`src/rtl/mycpu_exe_stage.sv`:
```
// EXE stage of the five-stage myCPU pipeline: ALU, 32-cycle shift-add multiplier,
// data SRAM request issue and forwarding/hazard export toward decode.
module mycpu_exe_stage (
   input  logic        clk,
   input  logic        resetn,
   input  logic        ds_to_es_valid,
   output logic        es_allowin,
   input  logic [31:0] ds_a,
   input  logic [31:0] ds_b,
   input  logic [3:0]  ds_aluop,
   input  logic [4:0]  ds_target_reg,
   input  logic        ds_reg_we,
   input  logic        ds_mem_re,
   input  logic        ds_mem_we,
   input  logic [31:0] ds_store_data,
   input  logic        ms_allowin,
   output logic        es_to_ms_valid,
   output logic [31:0] es_result,
   output logic [4:0]  es_target_reg,
   output logic        es_reg_we,
   output logic        es_mem_re,
   output logic        data_sram_en,
   output logic [3:0]  data_sram_wen,
   output logic [31:0] data_sram_addr,
   output logic [31:0] data_sram_wdata,
   output logic        es_fwd_we,
   output logic [4:0]  es_fwd_reg,
   output logic [31:0] es_fwd_data,
   output logic        es_fwd_ok
);

   localparam logic [1:0] S_IDLE = 2'd0;
   localparam logic [1:0] S_RUN  = 2'd1;
   localparam logic [1:0] S_DONE = 2'd2;
   localparam logic [3:0] OP_MUL = 4'd12;

   typedef struct packed {
      logic [31:0] a;
      logic [31:0] b;
      logic [3:0]  aluop;
      logic [4:0]  target_reg;
      logic        reg_we;
      logic        mem_re;
      logic        mem_we;
      logic [31:0] store_data;
   } es_ins_t;

   logic        es_valid_q, es_valid_d;
   es_ins_t     ins_q, ins_d;
   logic [1:0]  state_q, state_d;
   logic [31:0] mcand_q, mcand_d;
   logic [31:0] mplier_q, mplier_d;
   logic [31:0] acc_q, acc_d;
   logic [4:0]  cnt_q, cnt_d;

   logic        es_ready_go;
   logic        capture;
   logic        leave;
   logic [31:0] alu_res;

   assign es_ready_go    = !(es_valid_q && ins_q.aluop == OP_MUL && state_q != S_DONE);
   assign es_allowin     = !es_valid_q || (es_ready_go && ms_allowin);
   assign es_to_ms_valid = es_valid_q && es_ready_go;
   assign capture        = ds_to_es_valid && es_allowin;
   assign leave          = es_to_ms_valid && ms_allowin;

   always_comb begin
      alu_res = ins_q.a;
      case (ins_q.aluop)
         4'd0:  alu_res = ins_q.a + ins_q.b;
         4'd1:  alu_res = ins_q.a - ins_q.b;
         4'd2:  alu_res = {31'b0, $signed(ins_q.a) < $signed(ins_q.b)};
         4'd3:  alu_res = {31'b0, ins_q.a < ins_q.b};
         4'd4:  alu_res = ins_q.a & ins_q.b;
         4'd5:  alu_res = ins_q.a | ins_q.b;
         4'd6:  alu_res = ins_q.a ^ ins_q.b;
         4'd7:  alu_res = ~(ins_q.a | ins_q.b);
         4'd8:  alu_res = ins_q.b << ins_q.a[4:0];
         4'd9:  alu_res = ins_q.b >> ins_q.a[4:0];
         4'd10: alu_res = $unsigned($signed(ins_q.b) >>> ins_q.a[4:0]);
         4'd11: alu_res = {ins_q.b[15:0], 16'b0};
         4'd12: alu_res = acc_q;
         default: alu_res = ins_q.a;
      endcase
   end

   assign es_result     = alu_res;
   assign es_target_reg = ins_q.target_reg;
   assign es_reg_we     = ins_q.reg_we;
   assign es_mem_re     = ins_q.mem_re;

   // SRAM request only in the advancing cycle, so read data lines up with MEM.
   assign data_sram_en    = es_valid_q && es_ready_go && ms_allowin && (ins_q.mem_re || ins_q.mem_we);
   assign data_sram_wen   = {4{ins_q.mem_we}} & {4{data_sram_en}};
   assign data_sram_addr  = alu_res;
   assign data_sram_wdata = ins_q.store_data;

   assign es_fwd_we   = es_valid_q && ins_q.reg_we && (ins_q.target_reg != 5'd0);
   assign es_fwd_reg  = ins_q.target_reg;
   assign es_fwd_data = alu_res;
   assign es_fwd_ok   = es_fwd_we && !ins_q.mem_re && es_ready_go;

   always_comb begin
      es_valid_d = es_valid_q;
      ins_d      = ins_q;
      state_d    = state_q;
      mcand_d    = mcand_q;
      mplier_d   = mplier_q;
      acc_d      = acc_q;
      cnt_d      = cnt_q;
      if (es_allowin) es_valid_d = ds_to_es_valid;
      if (capture) begin
         ins_d.a          = ds_a;
         ins_d.b          = ds_b;
         ins_d.aluop      = ds_aluop;
         ins_d.target_reg = ds_target_reg;
         ins_d.reg_we     = ds_reg_we;
         ins_d.mem_re     = ds_mem_re;
         ins_d.mem_we     = ds_mem_we;
         ins_d.store_data = ds_store_data;
      end
      case (state_q)
         S_RUN: begin
            if (mplier_q[0]) acc_d = acc_q + mcand_q;
            mcand_d  = mcand_q << 1;
            mplier_d = mplier_q >> 1;
            cnt_d    = cnt_q + 5'd1;
            if (cnt_q == 5'd31) state_d = S_DONE;
         end
         S_DONE: if (leave) state_d = S_IDLE;
         default: ;
      endcase
      // A MUL can only be captured from IDLE or from a departing DONE.
      if (capture && ds_aluop == OP_MUL) begin
         state_d  = S_RUN;
         mcand_d  = ds_a;
         mplier_d = ds_b;
         acc_d    = 32'd0;
         cnt_d    = 5'd0;
      end
   end

   always_ff @(posedge clk) begin
      if (!resetn) begin
         es_valid_q <= 1'b0;
         ins_q      <= '0;
         state_q    <= S_IDLE;
         mcand_q    <= 32'd0;
         mplier_q   <= 32'd0;
         acc_q      <= 32'd0;
         cnt_q      <= 5'd0;
      end else begin
         es_valid_q <= es_valid_d;
         ins_q      <= ins_d;
         state_q    <= state_d;
         mcand_q    <= mcand_d;
         mplier_q   <= mplier_d;
         acc_q      <= acc_d;
         cnt_q      <= cnt_d;
      end
   end

endmodule

```
`config.mk`:
```
export PLATFORM = sky130hd
export DESIGN_NAME = mycpu_exe_stage
export DESIGN_NICKNAME = d
export VERILOG_FILES = /design/src/rtl/mycpu_exe_stage.sv
export SDC_FILE = /design/constraint.sdc
export NUM_CORES = 1
export LEC_CHECK = 0
export BUFFER_PORTS_ARGS = -buffer_cell sky130_fd_sc_hd__buf_4
export CORE_ASPECT_RATIO = 0.8
export CORE_MARGIN = 2
export CORE_UTILIZATION = 50
export DETAILED_ROUTE_END_ITERATION = 8
export GPL_TIMING_DRIVEN = 1
export HOLD_SLACK_MARGIN = 0.1
export PLACE_DENSITY = 0.71
export SYNTH_ARGS = -nofsm -noshare
export SYNTH_HDL_FRONTEND = slang
export SYNTH_SLANG_ARGS = --single-unit
```
`constraint.sdc`:
```
create_clock -name clk -period 6 [get_ports clk]
set_input_delay 0.3 -clock clk [delete_from_list [all_inputs] [get_ports clk]]
set_output_delay 0.3 -clock clk [all_outputs]
set_load 0.02 [all_outputs]
```
After elaboration in Yosys (flattened, before gate mapping). Cells that the tools add are included.

Register bits after elaboration: 212. Bits in latches: 0. Memory bits (writable): 0. ROM bits: 0. Input bits: 112. Output and inout bits: 149. Word-level logic and storage cells: 86. Memories: 0.

Add/sub/neg operators: 4. Multiply operators: 0. Divide/modulo/power cells: 0. $lt $le $gt $ge: 2. Equality and inequality tests: 21. Shift-type cells: 3. Mux-type cells: 9. Bitwise gates (word level): 6. Reductions and logical operators: 26.

Operator list (count): 32-bit one-hot mux with 13 select lines (1); 32-bit 2-to-1 mux (4); 32-bit adder (2); 32-bit < comparator (2); 32-bit AND (1); 32-bit inverter (1); 32-bit OR (1); 32-bit by 5-bit left shift with 32-bit output (1); 32-bit by 5-bit >> shifter with 32-bit output (1); 32-bit by 5-bit >>> shifter with 32-bit output (1); 32-bit subtractor (1); 32-bit XOR (1); 4-bit == test, second input constant (6); 4-bit by 3-bit == test with 1-bit output, second input constant (4); 1-bit logical AND (12); 4-bit by 2-bit == test with 1-bit output, second input constant (2); 2-bit != test, second input constant (3); 3-bit != test, second input constant (2); 3-bit AND reduction (2); 5-bit by 1-bit adder with 5-bit output, second input constant (1); 5-bit == test, second input constant (1); 5-bit nonzero test (1); 4-bit AND (1); 4-bit by 1-bit == test with 1-bit output, second input constant (1); 13 further kinds (18).

Longest topological paths before layout. Gate-level depths: netlist of the first run.

Depth in word-level cells: 10. Depth in mapped cells: 17. Depth with buffers taken out: 12.

Worst setup path after synthesis of the first run. OpenSTA, ideal clock, no wires.

Path type: reg-to-output. Start point: register ins_q[78] (netlist bit). End point: output es_fwd_data[30]. Arrival: 4321 ps. Required time: 5700 ps. Path slack: 1379 ps. Stages on the path, launching flop included: 18. Buffers on the path: 6. Cell sequence: dfxtp_1 > clkbuf_1 > inv_2 > buf_2 > buf_1 > clkbuf_1 > ha_1 > buf_2 > nor2b_1 > o21ai_1 > a21oi_1 > o2111ai_1 > a211oi_1 > o221ai_1 > nor4b_1 > nor4b_1 > a211oi_1 > buf_4.

Cells in the longest elaborated chain, start to end: 2. Elaborated cells on any way between the ends: 6. Classes of those cells: 2 x add/sub; 3 x shift; 1 x mux.

RTL lines: start, declared (line 49) `es_ins_t ins_q, ins_d;`; start signal, assigned (line 154) `ins_q <= ins_d;`; 32-bit subtractor (tied with other cells) (line 71) `4'd1: alu_res = ins_q.a - ins_q.b;`; 32-bit one-hot mux with 13 select lines (*) (line 69) `case (ins_q.aluop)`; end, declared (line 28) `output logic [31:0] es_fwd_data,`.

Every way passes the cells marked *; elsewhere a longest branch is shown, timed or not.

Worst setup path in the final report of the first run.
Start point: register ins_q[79] (netlist bit). End point: output es_result[31].

Cells in the longest elaborated chain, start to end: 2. Elaborated cells on any way between the ends: 6. Classes of those cells: 2 x add/sub; 3 x shift; 1 x mux.

RTL lines: 32-bit subtractor (tied with other cells) (line 71); 32-bit one-hot mux with 13 select lines (*) (line 69); end, declared (line 18) `output logic [31:0] es_result,`.

Marks and branches as above.

==> impl_metrics.yaml, run 1 <==
status:
  status: "finished, final reports clean"
min_path:
  min_from: "resetn"
  min_to: "data_sram_wdata[29]"
  hold_class: "input port to register"
  holdPathStages: 2
grt:
  grt_max_degree: 109
  overflow: 0
  first_global_vias: 20800
  grt_pass1_wl_um: 131000
  grtUsageTotal_pct: 41.6
  antenna_found_initial: 2
logic_synthesis:
  synthFlopType: "dfxtp_1"
  ys_ff_latch: 212
  yosysSeqAreaShare_pct: 21.4
  ys_types: 85
  synthesis.nets: 3046
  synth_area_um2: 19800
  syn_avg_cell_area_um2: 7.08
  syn-instance-count: 2801
  async_flop_share_pct: 0
  synth_edf_count: 0
  yosysWarnings: 0
finish:
  largest_reg_flops: 69
  drive_above_1_share_pct: 14.8
  final_nets: 3179
  post-route-util_pct: 59.0
  most-common-layout-cells: "nand2_1, buf_4, nor2_1, a21oi_1, dfxtp_1"
  multi_input_area_um2: 13600
  area_growth_pct: 17.0
  fillCellCount: 3592
  final_common_cell: "nand2_1"
  regArea_um2: 4250
  regMostFlops: "ins_q"
clocking:
  cts_tree: "yes"
  insertion_delay_ns: 0.54
  htree_num_levels: 1
  numCtsBuffers: 23
  cts_root_buffer: "clkbuf_16"
  clkTransAtPathRegs_ns: 0.06
  cts_resized: 0
  clock_sinks: 212
  cts.path.max_buffers: 3
floorplanning:
  ioPinCount: 261
  dieHeight_um: 182
  core_area_um2: 39300
  num_rows: 65
  dieWidth_um: 227
  die-area_um2: 41300
  initial_core_util_pct: 50.5
routing:
  wl_met1_um: 37400
  viasPerCell: 6.51
  first_iter_violations: 2970
  wl_per_cell_um: 25.5
  drt_wl_total_um: 89100
  postRouteAntennaNets: 0
  wl_met2_um: 36700
  route.detailed.drc: 0
  vias: 22700
  dr.pass1.iters: 7
  dr_wl_met3_um: 11400
  top_layer: "met5"
setup_path:
  critPathKind: "register to primary output"
  crit_arrival_ns: 5.26
  ff2ff_setup_slack_ns: 2.22
  r2r_start: "ins_q[40]"
  setup.worst_path.start: "ins_q[79]"
  r2r_end: "acc_q[20]"
  reg2regPathDepth: 11
  critical_path.max_fanout: 28
  cp-end-kind: "primary output"
  crit_required_ns: 5.70
  crit_path_start_kind: "register"
timing:
  finalHoldViolCount: 0
  fin_crit_ns: 5.56
  rsz0062_at_grt: "no"
  tightest_slew_ns: 1.22
  worst_slack_ns: 0.439
  fin_setup_tns_ns: 0
  maxSlewViolCount: 0
  fin_worst_skew_ns: 0.0104
  timing.slew.headroom_pct: 18.8
  fmax_ghz: 0.180
  min_period_over_period_pct: 92.7
  setup_viol: 0
power:
  power_density_nw_per_um2: 208
  p_leak_uw: 0.00940
  irDropWorstVdd_uv: 258
placement:
  dp_slack_ns: 1.29
  portBuffers: 260
  gp_congestion: 1.08
  dpl.hpwl_um: 65300
job:
  maxCapViolCount: 0
[worst max-delay path, cell delays in order, from the launching register on]
cell and delay (ns):
dfxtp_2 0.32, inv_2 0.47, ha_1 0.43, nor2_1 0.14
o311ai_1 0.22, a311oi_1 0.73, a311oi_2 0.29, a2111oi_1 0.94
o211ai_1 0.34, and3_1 0.24, nor3_1 0.20, a22oi_1 0.14
buf_4 0.23
[final cells by class]
cell class              instances  share of cell area [%]
diodes                          2                  0.0216
clock buffers                  32                    2.80
clock inverters                10                   0.631
inverters                     110                    1.79
multi-input cells            2159                    58.5
flip-flops and latches        212                    18.3
well taps                     536                    2.89
repair buffers                428                    15.0
[power by group]
part           switching [uW]  internal [uW]
clock                     620            893
combinational            1130            656
sequential               77.0           1460
total                    1820           3010
[per-stage QoR]
step	total power [uW]	instance area (um^2)	hold WS (ns)	instances
after floorplan	2690	19800	0.429	2801
after global placement	3200	21300	0.444	3335
after detailed placement	3210	21300	0.457	3335
after CTS	4770	23200	0.189	3487
after global routing	4990	23200	0.224	3487
final	4830	23200	0.205	3489
[worst max-delay path by stage]
stage | endpoint | slack, ns
final | es_result[31] | 0.44
after global routing | es_fwd_data[31] | 0.36
after CTS | data_sram_addr[31] | 0.69
after detailed placement | data_sram_addr[31] | 1.29
after global placement | es_fwd_data[31] | 1.29
after floorplan | es_fwd_data[30] | 1.38
[per-layer routing]
layer	up-vias	global-route usage [%]
li1	10200	-
met1	10900	58.2
met2	1462	60.4
met3	211	12.5
met4	4	14.7
met5	-	0
[what timing repair did]
item	in CTS	in global routing
hold buffers	110	0
endpoints found under the setup margin	0	0
buffers inserted	0	0
hold endpoints to repair	167	0
[synthesized netlist by cell type (22+ instances only)]
cell type	n	area, um^2
buf_1	25	93.8
o211ai_1	33	248
nor3_1	38	190
mux2i_1	51	510
o21ai_0	96	480
nor2b_1	23	144
a311oi_1	64	561
a21boi_0	37	278
inv_1	104	390
buf_4	110	826
clkbuf_1	161	604
ha_1	130	1630
a21oi_1	261	1310
nand2_1	543	2040
a22oi_1	44	330
buf_2	24	120
nand3_1	55	275
a211oi_1	49	368
a221oi_1	22	193
nor2_1	266	998
a21o_1	36	270
mux4_2	30	676
dfxtp_1	212	4240
o21ai_1	37	185
[cell families (layout without fill, tap and decap cells)]
kind of cell | count (synthesis) | after routing | synth area share [%]
AO/OA/AOI/OAI | 871 | 871 | 29.5
XOR/XNOR | 36 | 36 | 1.59
adder cells (fa/ha/maj) | 133 | 133 | 8.51
buffers and inverters | 430 | 580 | 10.4
flip-flops | 212 | 212 | 21.4
multiplexers | 98 | 98 | 6.95
other | 0 | 2 | 0
AND/OR/NAND/NOR | 1021 | 1021 | 21.6
Note: power is estimated with default switching activity, not from simulation.
==> run 2: changes to the inputs <==
--- a/config.mk
+++ b/config.mk
@@ -6,13 +6,17 @@
 export NUM_CORES = 1
 export LEC_CHECK = 0
 export BUFFER_PORTS_ARGS = -buffer_cell sky130_fd_sc_hd__buf_4
+export CELL_PAD_IN_SITES_DETAIL_PLACEMENT = 0
+export CELL_PAD_IN_SITES_GLOBAL_PLACEMENT = 1
 export CORE_ASPECT_RATIO = 0.8
 export CORE_MARGIN = 2
-export CORE_UTILIZATION = 50
+export CORE_UTILIZATION = 47
+export CTS_CLUSTER_SIZE = 30
 export DETAILED_ROUTE_END_ITERATION = 8
 export GPL_TIMING_DRIVEN = 1
 export HOLD_SLACK_MARGIN = 0.1
-export PLACE_DENSITY = 0.71
+export PLACE_DENSITY_LB_ADDON = 0.1
+export REMOVE_ABC_BUFFERS = 1
 export SYNTH_ARGS = -nofsm -noshare
 export SYNTH_HDL_FRONTEND = slang
 export SYNTH_SLANG_ARGS = --single-unit
==> run 2 against run 1 <==
The run now ends with DRC left; non-clock buffer count grew 1; power rose by 0.51%; final area rose by 0.25%; combinational power about the same; critical path type unchanged; largest power group unchanged; highest routed layer unchanged.
==> impl_metrics.yaml, run 2 (synthesis gave the netlist of run 1 again) <==
status:
  status: "complete, but fails checks"
  violations: "DRC"
floorplanning:
  dieWidth_um: 234
  initial_core_util_pct: 47.5
  dieHeight_um: 188
  core_area_um2: 41700
  die-area_um2: 43800
  ioPinCount: 261
  num_rows: 67
clocking:
  cts_tree: "yes"
  numCtsBuffers: 25
  cts_root_buffer: "clkbuf_16"
  cts.path.max_buffers: 3
  htree_num_levels: 1
  insertion_delay_ns: 0.57
  cts_setup_buffers: 0
  clkTransAtPathRegs_ns: 0.07
  clock_sinks: 212
setup_path:
  path_cells: "clkinv_1 -> ha_1 -> nor2_1 -> o311ai_1 -> a311oi_1 -> a311oi_2 -> a2111oi_1 -> buf_4 -> nor3_1 -> o21ai_1 -> xor2_1 -> o22ai_1 -> buf_4"
  max_stage_delay_ns: 0.60
  crit_arrival_ns: 5.41
  critical_path.max_fanout: 34
  crit_path_start_kind: "register"
  crit_top_cell: "buf_4"
  crit_slowest_cell: "dfxtp_4"
  critPathKind: "register to primary output"
  cp-end-kind: "primary output"
  crit_required_ns: 5.70
timing:
  fmax_ghz: 0.175
  maxSlewViolCount: 0
  timing.slew.headroom_pct: 22.5
  fin_crit_ns: 5.71
  fin_worst_skew_ns: 0.0135
  min_period_over_period_pct: 95.1
  fin_setup_tns_ns: 0
  finalHoldViolCount: 0
  rsz0062_at_grt: "no"
  tightest_slew_ns: 1.13
  setup_viol: 0
power:
  p_int_uw: 2980
  p_leak_uw: 0.00942
  p_sw_uw: 1870
  pwr-share-comb_pct: 36.0
  clockPowerShare_pct: 32.2
  power_frac_seq_pct: 31.8
  irDropWorstVdd_uv: 196
  power_density_nw_per_um2: 209
  switching_share_pct: 38.6
routing:
  drt_wl_total_um: 88300
  viasPerCell: 6.40
  vias: 22400
  dr.pass1.iters: 8
  wl_per_cell_um: 25.2
  first_iter_violations: 2917
  route.detailed.drc: 2
  postRouteAntennaNets: 0
grt:
  grt_max_degree: 81
  grt_pass1_wl_um: 130000
  overflow: 0
  first_global_vias: 20400
  grtUsageTotal_pct: 38.8
  antenna_found_initial: 1
finish:
  regMostFlops: "ins_q"
  final_common_cell: "nand2_1"
  drive_above_1_share_pct: 15.0
  stdcell_count: 3507
  final_nets: 3182
  fillCellCount: 3970
  post-route-util_pct: 55.7
  area_growth_pct: 17.3
  largest_reg_flops: 69
  most-common-layout-cells: "nand2_1, buf_4, nor2_1, a21oi_1, dfxtp_1"
min_path:
  hold_class: "input port to register"
placement:
  portBuffers: 260
  dp.cells: 3352
  gp_congestion: 1.06
  dpl.hpwl_um: 65400
job:
  maxCapViolCount: 0
-- run 2: changes by cell type in the layout (fill, tap and decap cells not counted) --
cell	change
bufinv_16	-2
clkbuf_1	-2
nor2_4	+1
clkinv_4	-1
inv_6	+4
clkbuf_16	+2
diode_2	-1
buf_12	+1
clkinv_2	+1
nor2_1	-1
-- run 2: timing repair --
| action | CTS | global route |
|---|---|---|
| endpoints found under the setup margin | 0 | 0 |
| gates resized for setup | 0 | 0 |
| hold endpoints to repair | 166 | 0 |
| hold buffers | 110 | 0 |
-- run 2: critical path, delay by kind of cell, from the launching register on --
family	cells	cell delay, ns
AO/OA/AOI/OAI	6	2.10
XOR/XNOR	1	0.15
adder cells (fa/ha/maj)	1	0.56
buffers and inverters	3	1.01
flip-flops	1	0.60
AND/OR/NAND/NOR	2	0.39
-- run 2: power groups by stage --
stage / combinational, uW / clock (uW) / sequential [uW]
finish: 1750 / 1560 / 1550
global route: 1850 / 1640 / 1550
CTS: 1700 / 1580 / 1540
detailed placement: 1630 / 0 / 1570
global placement: 1630 / 0 / 1570
floorplan: 921 / 0 / 1590
-- run 2: final timing paths --
path | from | end | slack [ns] | cells after the start
setup / recovery | ins_q[77] | es_fwd_data[27] | 0.29 | 13
hold reg to reg | data_sram_wdata[13] | data_sram_wdata[13] | 0.47 | 2
setup reg to reg | ins_q[43] | acc_q[30] | 2.16 | 10
hold / removal | resetn | data_sram_wdata[28] | 0.20 | 2
-- run 2: per-stage QoR --
step | hold WS (ns) | cell area [um^2] | total power (uW) | setup WS, ns
detailed placement | 0.447 | 21300 | 3200 | 1.08
finish | 0.197 | 23300 | 4860 | 0.293
global route | 0.208 | 23300 | 5040 | 0.135
CTS | 0.189 | 23300 | 4820 | 0.475
floorplan | 0.429 | 18200 | 2520 | -1.27
global placement | 0.447 | 21300 | 3200 | 1.22
-- run 2: layer usage --
metal  vias to the layer above  share of wire, %  global-route usage [%]
met2                      1435                40                    54.3
met4                         4               4.1                    13.9
li1                      10200                 -                       -
met3                       190                12                    9.64
met1                     10600                43                    56.8
met5                         -              0.15                    1.23
-- run 2: final cells by class --
class	count	area (um^2)	share of cell area, %
diodes	1	2.50	0.0108
clock buffers	32	692	2.98
clock inverters	12	118	0.506
inverters	110	415	1.79
multi-input cells	2159	13600	58.4
flip-flops and latches	212	4250	18.3
well taps	552	691	2.97
repair buffers	429	3510	15.1
